==> config.mk <==
export PLATFORM = sky130hd
export DESIGN_NAME = mem_arbiter
export DESIGN_NICKNAME = d
export VERILOG_FILES = /design/src/rtl/mem_arbiter.sv
export SDC_FILE = /design/constraint.sdc
export NUM_CORES = 1
export LEC_CHECK = 0
export BUFFER_PORTS_ARGS = -buffer_cell sky130_fd_sc_hd__buf_2
export CAP_MARGIN = 40
export CORE_MARGIN = 3
export CORE_UTILIZATION = 42
export CTS_CLUSTER_SIZE = 40
export DETAILED_ROUTE_END_ITERATION = 6
export HOLD_SLACK_MARGIN = 0.06
export PLACE_DENSITY_LB_ADDON = 0.2
export SKIP_CTS_REPAIR_TIMING = 1
export SYNTH_ARGS = -nofsm -noshare
export SYNTH_HDL_FRONTEND = slang
export SYNTH_SLANG_ARGS = --single-unit
==> constraint.sdc <==
create_clock -name clk -period 2.2 [get_ports clk]
set_clock_uncertainty 0.05 [all_clocks]
set_input_delay 0.44 -clock clk [delete_from_list [all_inputs] [get_ports clk]]
set_output_delay 0.44 -clock clk [all_outputs]
set_load 0.02 [all_outputs]
==> src/rtl/mem_arbiter.sv <==
`default_nettype none
`timescale 1ns/1ps
// ============================================================================
//  Module      : mem_arbiter
//  Description : Shares one pipelined memory port between an I-cache and a
//                D-cache. Serves 8-word block fills (I or D) and single-word
//                D-cache write-throughs. Priority on each idle cycle is
//                D write > D fill > I fill.
//  Revision    : 1.0 - initial release
// ----------------------------------------------------------------------------
//  Ports
//    clk, rst_n               clock, asynchronous active-low reset
//    icache_MemRead/_mem_addr I-cache fill request and miss address
//    dcache_MemRead/MemWrite  D-cache fill / write-through requests
//    dcache_mem_addr/_write_data  D-cache address and write data
//    mem_data_valid/_out      memory read return (fixed 4-cycle latency)
//    mem_enable/_wr/_addr/_data_in  memory command port
//    *_MemDataValid           fill word valid, routed to the owning cache
//    mem_read_data            fill word (straight from memory)
//    *_fill_done              pulse with the 8th fill word
//    dcache_write_done        pulse in the cycle the write is issued
//    *_grant                  owner indication for the duration of a fill
// ============================================================================
module mem_arbiter (
  input  logic        clk,
  input  logic        rst_n,
  input  logic        icache_MemRead,
  input  logic [15:0] icache_mem_addr,
  input  logic        dcache_MemRead,
  input  logic        dcache_MemWrite,
  input  logic [15:0] dcache_mem_addr,
  input  logic [15:0] dcache_mem_write_data,
  input  logic        mem_data_valid,
  input  logic [15:0] mem_data_out,
  output logic        mem_enable,
  output logic        mem_wr,
  output logic [15:0] mem_addr,
  output logic [15:0] mem_data_in,
  output logic        icache_MemDataValid,
  output logic        dcache_MemDataValid,
  output logic [15:0] mem_read_data,
  output logic        icache_fill_done,
  output logic        dcache_fill_done,
  output logic        dcache_write_done,
  output logic        icache_grant,
  output logic        dcache_grant
);

  localparam logic [1:0] ST_IDLE   = 2'd0;
  localparam logic [1:0] ST_FILL   = 2'd1;
  localparam logic [1:0] ST_WRITE  = 2'd2;

  localparam logic       OWN_I     = 1'b0;
  localparam logic       OWN_D     = 1'b1;

  localparam logic [3:0] FILL_BEATS = 4'd8;
  localparam logic [3:0] LAST_WORD  = 4'd7;

  logic [1:0]  state_q, state_d;
  logic        owner_q, owner_d;
  logic [11:0] base_q,  base_d;
  logic [3:0]  issue_q, issue_d;
  logic [3:0]  recv_q,  recv_d;

  logic        w_last_word;
  logic        w_unused_iaddr_lo;

  // Fill addresses are block aligned, so the I-cache offset bits never matter.
  assign w_unused_iaddr_lo = ^icache_mem_addr[3:0];

  // Memory returns are only meaningful while a fill is outstanding; anything
  // arriving in IDLE/WRITE (e.g. leftovers from before a reset) is dropped.
  assign w_last_word = (state_q == ST_FILL) && mem_data_valid && (recv_q == LAST_WORD);

  assign mem_read_data = mem_data_out;

  // --------------------------------------------------------------------------
  // State register
  // --------------------------------------------------------------------------
  always_ff @(posedge clk or negedge rst_n) begin
    if (!rst_n) begin
      state_q <= ST_IDLE;
      owner_q <= OWN_I;
      base_q  <= 12'h000;
      issue_q <= 4'd0;
      recv_q  <= 4'd0;
    end else begin
      state_q <= state_d;
      owner_q <= owner_d;
      base_q  <= base_d;
      issue_q <= issue_d;
      recv_q  <= recv_d;
    end
  end

  // --------------------------------------------------------------------------
  // Next-state logic
  // --------------------------------------------------------------------------
  always_comb begin
    state_d = state_q;
    owner_d = owner_q;
    base_d  = base_q;
    issue_d = issue_q;
    recv_d  = recv_q;
    case (state_q)
      ST_IDLE: begin
        issue_d = 4'd0;
        recv_d  = 4'd0;
        if (dcache_MemWrite) begin
          state_d = ST_WRITE;
        end else if (dcache_MemRead) begin
          state_d = ST_FILL;
          owner_d = OWN_D;
          base_d  = dcache_mem_addr[15:4];
        end else if (icache_MemRead) begin
          state_d = ST_FILL;
          owner_d = OWN_I;
          base_d  = icache_mem_addr[15:4];
        end
      end
      ST_FILL: begin
        // Issue side saturates at 8 beats; receive side ends the fill.
        if (issue_q != FILL_BEATS) begin
          issue_d = issue_q + 4'd1;
        end
        if (mem_data_valid) begin
          if (recv_q == LAST_WORD) begin
            state_d = ST_IDLE;
            issue_d = 4'd0;
            recv_d  = 4'd0;
          end else begin
            recv_d = recv_q + 4'd1;
          end
        end
      end
      ST_WRITE: begin
        state_d = ST_IDLE;
      end
      default: begin
        state_d = ST_IDLE;
      end
    endcase
  end

  // --------------------------------------------------------------------------
  // Output logic
  // --------------------------------------------------------------------------
  always_comb begin
    mem_enable          = 1'b0;
    mem_wr              = 1'b0;
    mem_addr            = 16'h0000;
    mem_data_in         = 16'h0000;
    icache_MemDataValid = 1'b0;
    dcache_MemDataValid = 1'b0;
    icache_fill_done    = 1'b0;
    dcache_fill_done    = 1'b0;
    dcache_write_done   = 1'b0;
    icache_grant        = 1'b0;
    dcache_grant        = 1'b0;
    case (state_q)
      ST_FILL: begin
        if (issue_q != FILL_BEATS) begin
          mem_enable = 1'b1;
          mem_addr   = {base_q, issue_q[2:0], 1'b0};
        end
        if (owner_q == OWN_D) begin
          dcache_MemDataValid = mem_data_valid;
          dcache_fill_done    = w_last_word;
          dcache_grant        = 1'b1;
        end else begin
          icache_MemDataValid = mem_data_valid;
          icache_fill_done    = w_last_word;
          icache_grant        = 1'b1;
        end
      end
      ST_WRITE: begin
        mem_enable        = 1'b1;
        mem_wr            = 1'b1;
        mem_addr          = dcache_mem_addr;
        mem_data_in       = dcache_mem_write_data;
        dcache_write_done = 1'b1;
      end
      default: begin
      end
    endcase
  end

endmodule
`default_nettype wire

==> results.yml <==
run_status:
  status: "finished clean"
critical_path:
  r2r_end: "base_q[1]"
  critPathBufInv: 2
  timing.rr.start: "state_q[1]"
  start_kind: "flip-flop"
  ff2ff_path_depth: 6
  arrival_ns: 1.60
  required_ns: 1.71
  cp_max_fo: 8
  crit_family: "flip-flops"
  regToRegSetupSlack_ns: 0.36
  slowest_delay_ns: 0.43
  crit_slowest_cell: "dfrtp_1"
  worstSetupEndpointType: "output port"
  worstPathCellList: "inv_1, ha_4, nand3b_4, a32oi_1, nor2b_1, buf_2"
  path_class: "flip-flop to output port"
routing:
  drt_wl_total_um: 4553
  viasPerCell: 5.334
  drtPass1Iterations: 4
  drc: 0
  wl_per_cell_um: 14.64
  vias: 1659
  drt_iter0_drc: 75
  ant_nets: 0
sta:
  final.period_utilization_pct: 95.05
  timing.slew.headroom_pct: 65.02
  grt_setup_unrepaired: "no"
  worst_pin_slew_ns: 0.5248
  hold-worst-slack_ns: 0.09633
  timing.final.max_slew_violations: 0
  fmax_ghz: 0.4782
  post-route-min-period_ns: 2.091
  hold_violations: 0
  setup_viol: 0
logic_synthesis:
  yosysTopAreaCell: "dfrtp_1"
  synth_top_family_by_area: "simple AND/OR/NAND/NOR gates"
  synthSimpleGateAreaFrac_pct: 20.59
  yosys-top-cells-area: "dfrtp_1, mux2_4, buf_4, a32oi_1, and2_1"
  avgSynthCellArea_um2: 10.43
  ys_async_sr_fraction_pct: 100.0
  synthesis.area_um2: 1908
  synth_edf_count: 0
  synth_nets: 259
  synth-compound-area-share_pct: 13.77
  ys_seq_elements: 23
  ys.warnings.count: 0
  ys.flop_type: "dfrtp_1"
  ys_types: 37
  synth-seq-area-share_pct: 30.16
  yosysTopAreaCellShare_pct: 30.16
  syn_inst: 183
  synth.area.mux_share_pct: 19.08
  synth-xor-area-share_pct: 0.9180
  synth_fa_ha_area_share_pct: 3.934
power:
  p_seq_share_pct: 26.7
  power.internal_w: 0.001571
  p_comb_share_pct: 63.8
  swShare_pct: 41.98
  ir_drop_mv: 0.7429
  powerDensity_nw_per_um2: 1120
  p_leak_nw: 1.261
  switchingPower_w: 0.001137
  clkPwrFrac_pct: 9.5
clock_network:
  clk_latency_ns: 0.26
  cts-root-buf: "clkbuf_8"
  clk_path_buf_depth: 2
  numCtsBuffers: 3
  htree_levels: 1
  clk_pin_slew_ns: 0.08
  clkSinkCount: 23
  tritoncts: "built"
layout:
  fin_nets: 338
  multiInputGateArea_um2: 1157
  area_delta_synth_final_pct: 26.69
  final_common_cell: "buf_2"
  drive_above_1_share_pct: 52.49
  fill_cells: 384
  final_cell_mix: "buf_2, dfrtp_1, and2_1, mux2_4, nor2b_1"
  register_area_um2: 575.6
  antenna-diode-count: 0
  fin_cells: 311
  utilization_pct: 57.53
floorplan:
  ios: 127
  initial_core_util_pct: 45.41
  core-area_um2: 4202
  row_count: 23
  die_x_um: 73.40
  die_y_um: 73.40
  fp.dieArea_um2: 5388
place:
  port_buffers: 90
  dp_cells: 305
  place_congestion: 0.7683
  hpwl_um: 3454
grt:
  grt.total_usage_pct: 15.88
  grt_pass1_vias: 1468
  grt_start_max_net_pins: 24
  overflow: 0
  grt_first_pass_wirelength_um: 6679
  grt_antenna_before_repair: 0
run:
  maxCapViolCount: 0
min_path:
  hp-class: "input pin to async pin"
## area by class of cell
class / instances / area share [%]
clock buffer: 4 / 1.863
inverter: 5 / 0.7764
multi-input combinational: 128 / 47.88
sequential: 23 / 23.81
tap: 50 / 2.588
timing repair buffer: 101 / 23.08
## flip-flops by register name (all words and copies together), names as in the netlist
signal / cells
owner_q: 1
base_q: 12
recv_q: 4
issue_q: 4
state_q: 2
## power groups by stage
stage / logic, W / clock network, W / registers, W
final: 0.00173 / 0.000256 / 0.000723
after CTS: 0.00169 / 0.000271 / 0.000719
after detailed placement: 0.00169 / 0 / 0.000724
after floorplan: 0.00123 / 0 / 0.000694
after global routing: 0.00188 / 0.000283 / 0.000746
after global placement: 0.00167 / 0 / 0.000718
## through the flow
step	TNS (ns)	setup WS [ns]	power (W)	cell area, um2
2_1_floorplan	0	0.1793	0.001923	1908
6_report	0	0.1090	0.002707	2417
5_1_grt	0	0.002665	0.002907	2417
3_5_place_dp	0	0.2562	0.002410	2320
4_1_cts	-0.05186	-0.05186	0.002679	2365
3_3_place_gp	0	0.2522	0.002390	2320
## worst max-delay path by stage
stage,from,to,depth (start not counted)
6_report,issue_q[1],mem_addr[5],6
5_1_grt,issue_q[1],mem_addr[5],6
4_1_cts,state_q[1],icache_fill_done,6
3_5_place_dp,state_q[1],icache_fill_done,6
3_3_place_gp,state_q[1],icache_fill_done,6
2_1_floorplan,state_q[0],mem_addr[10],5
## cells by family after synthesis
family	count (synthesis)
buf+inv	33
simple gates	61
mux	26
fa+ha+maj	6
xor+xnor	2
compound gates	32
flops	23
## synthesized netlist by cell type, drive strengths merged (3+ instances only)
library cell and n:
ha 6, inv 5, nor2 5, dfrtp 23, a32oi 14, nand3 3, a22o 8, nor2b 18
nand2 6, mux2 26, clkbuf 6, and2 19, buf 22
## per-layer routing
metal  wire (um)  GRT usage, %
met5           0             0
met4          63         5.634
met1        1870         20.25
met2        2142         26.12
met3         478         3.830
## worst reg2reg max path, delay by kind of cell (launching register included)
kind                     cells  cell delay (ns)
adder cells (fa/ha/maj)      1             0.23
AND/OR/NAND/NOR              2             0.42
multiplexers                 1             0.33
flip-flops                   1             0.41
buffers and inverters        2             0.29
Power figures use the tool's default switching activity.
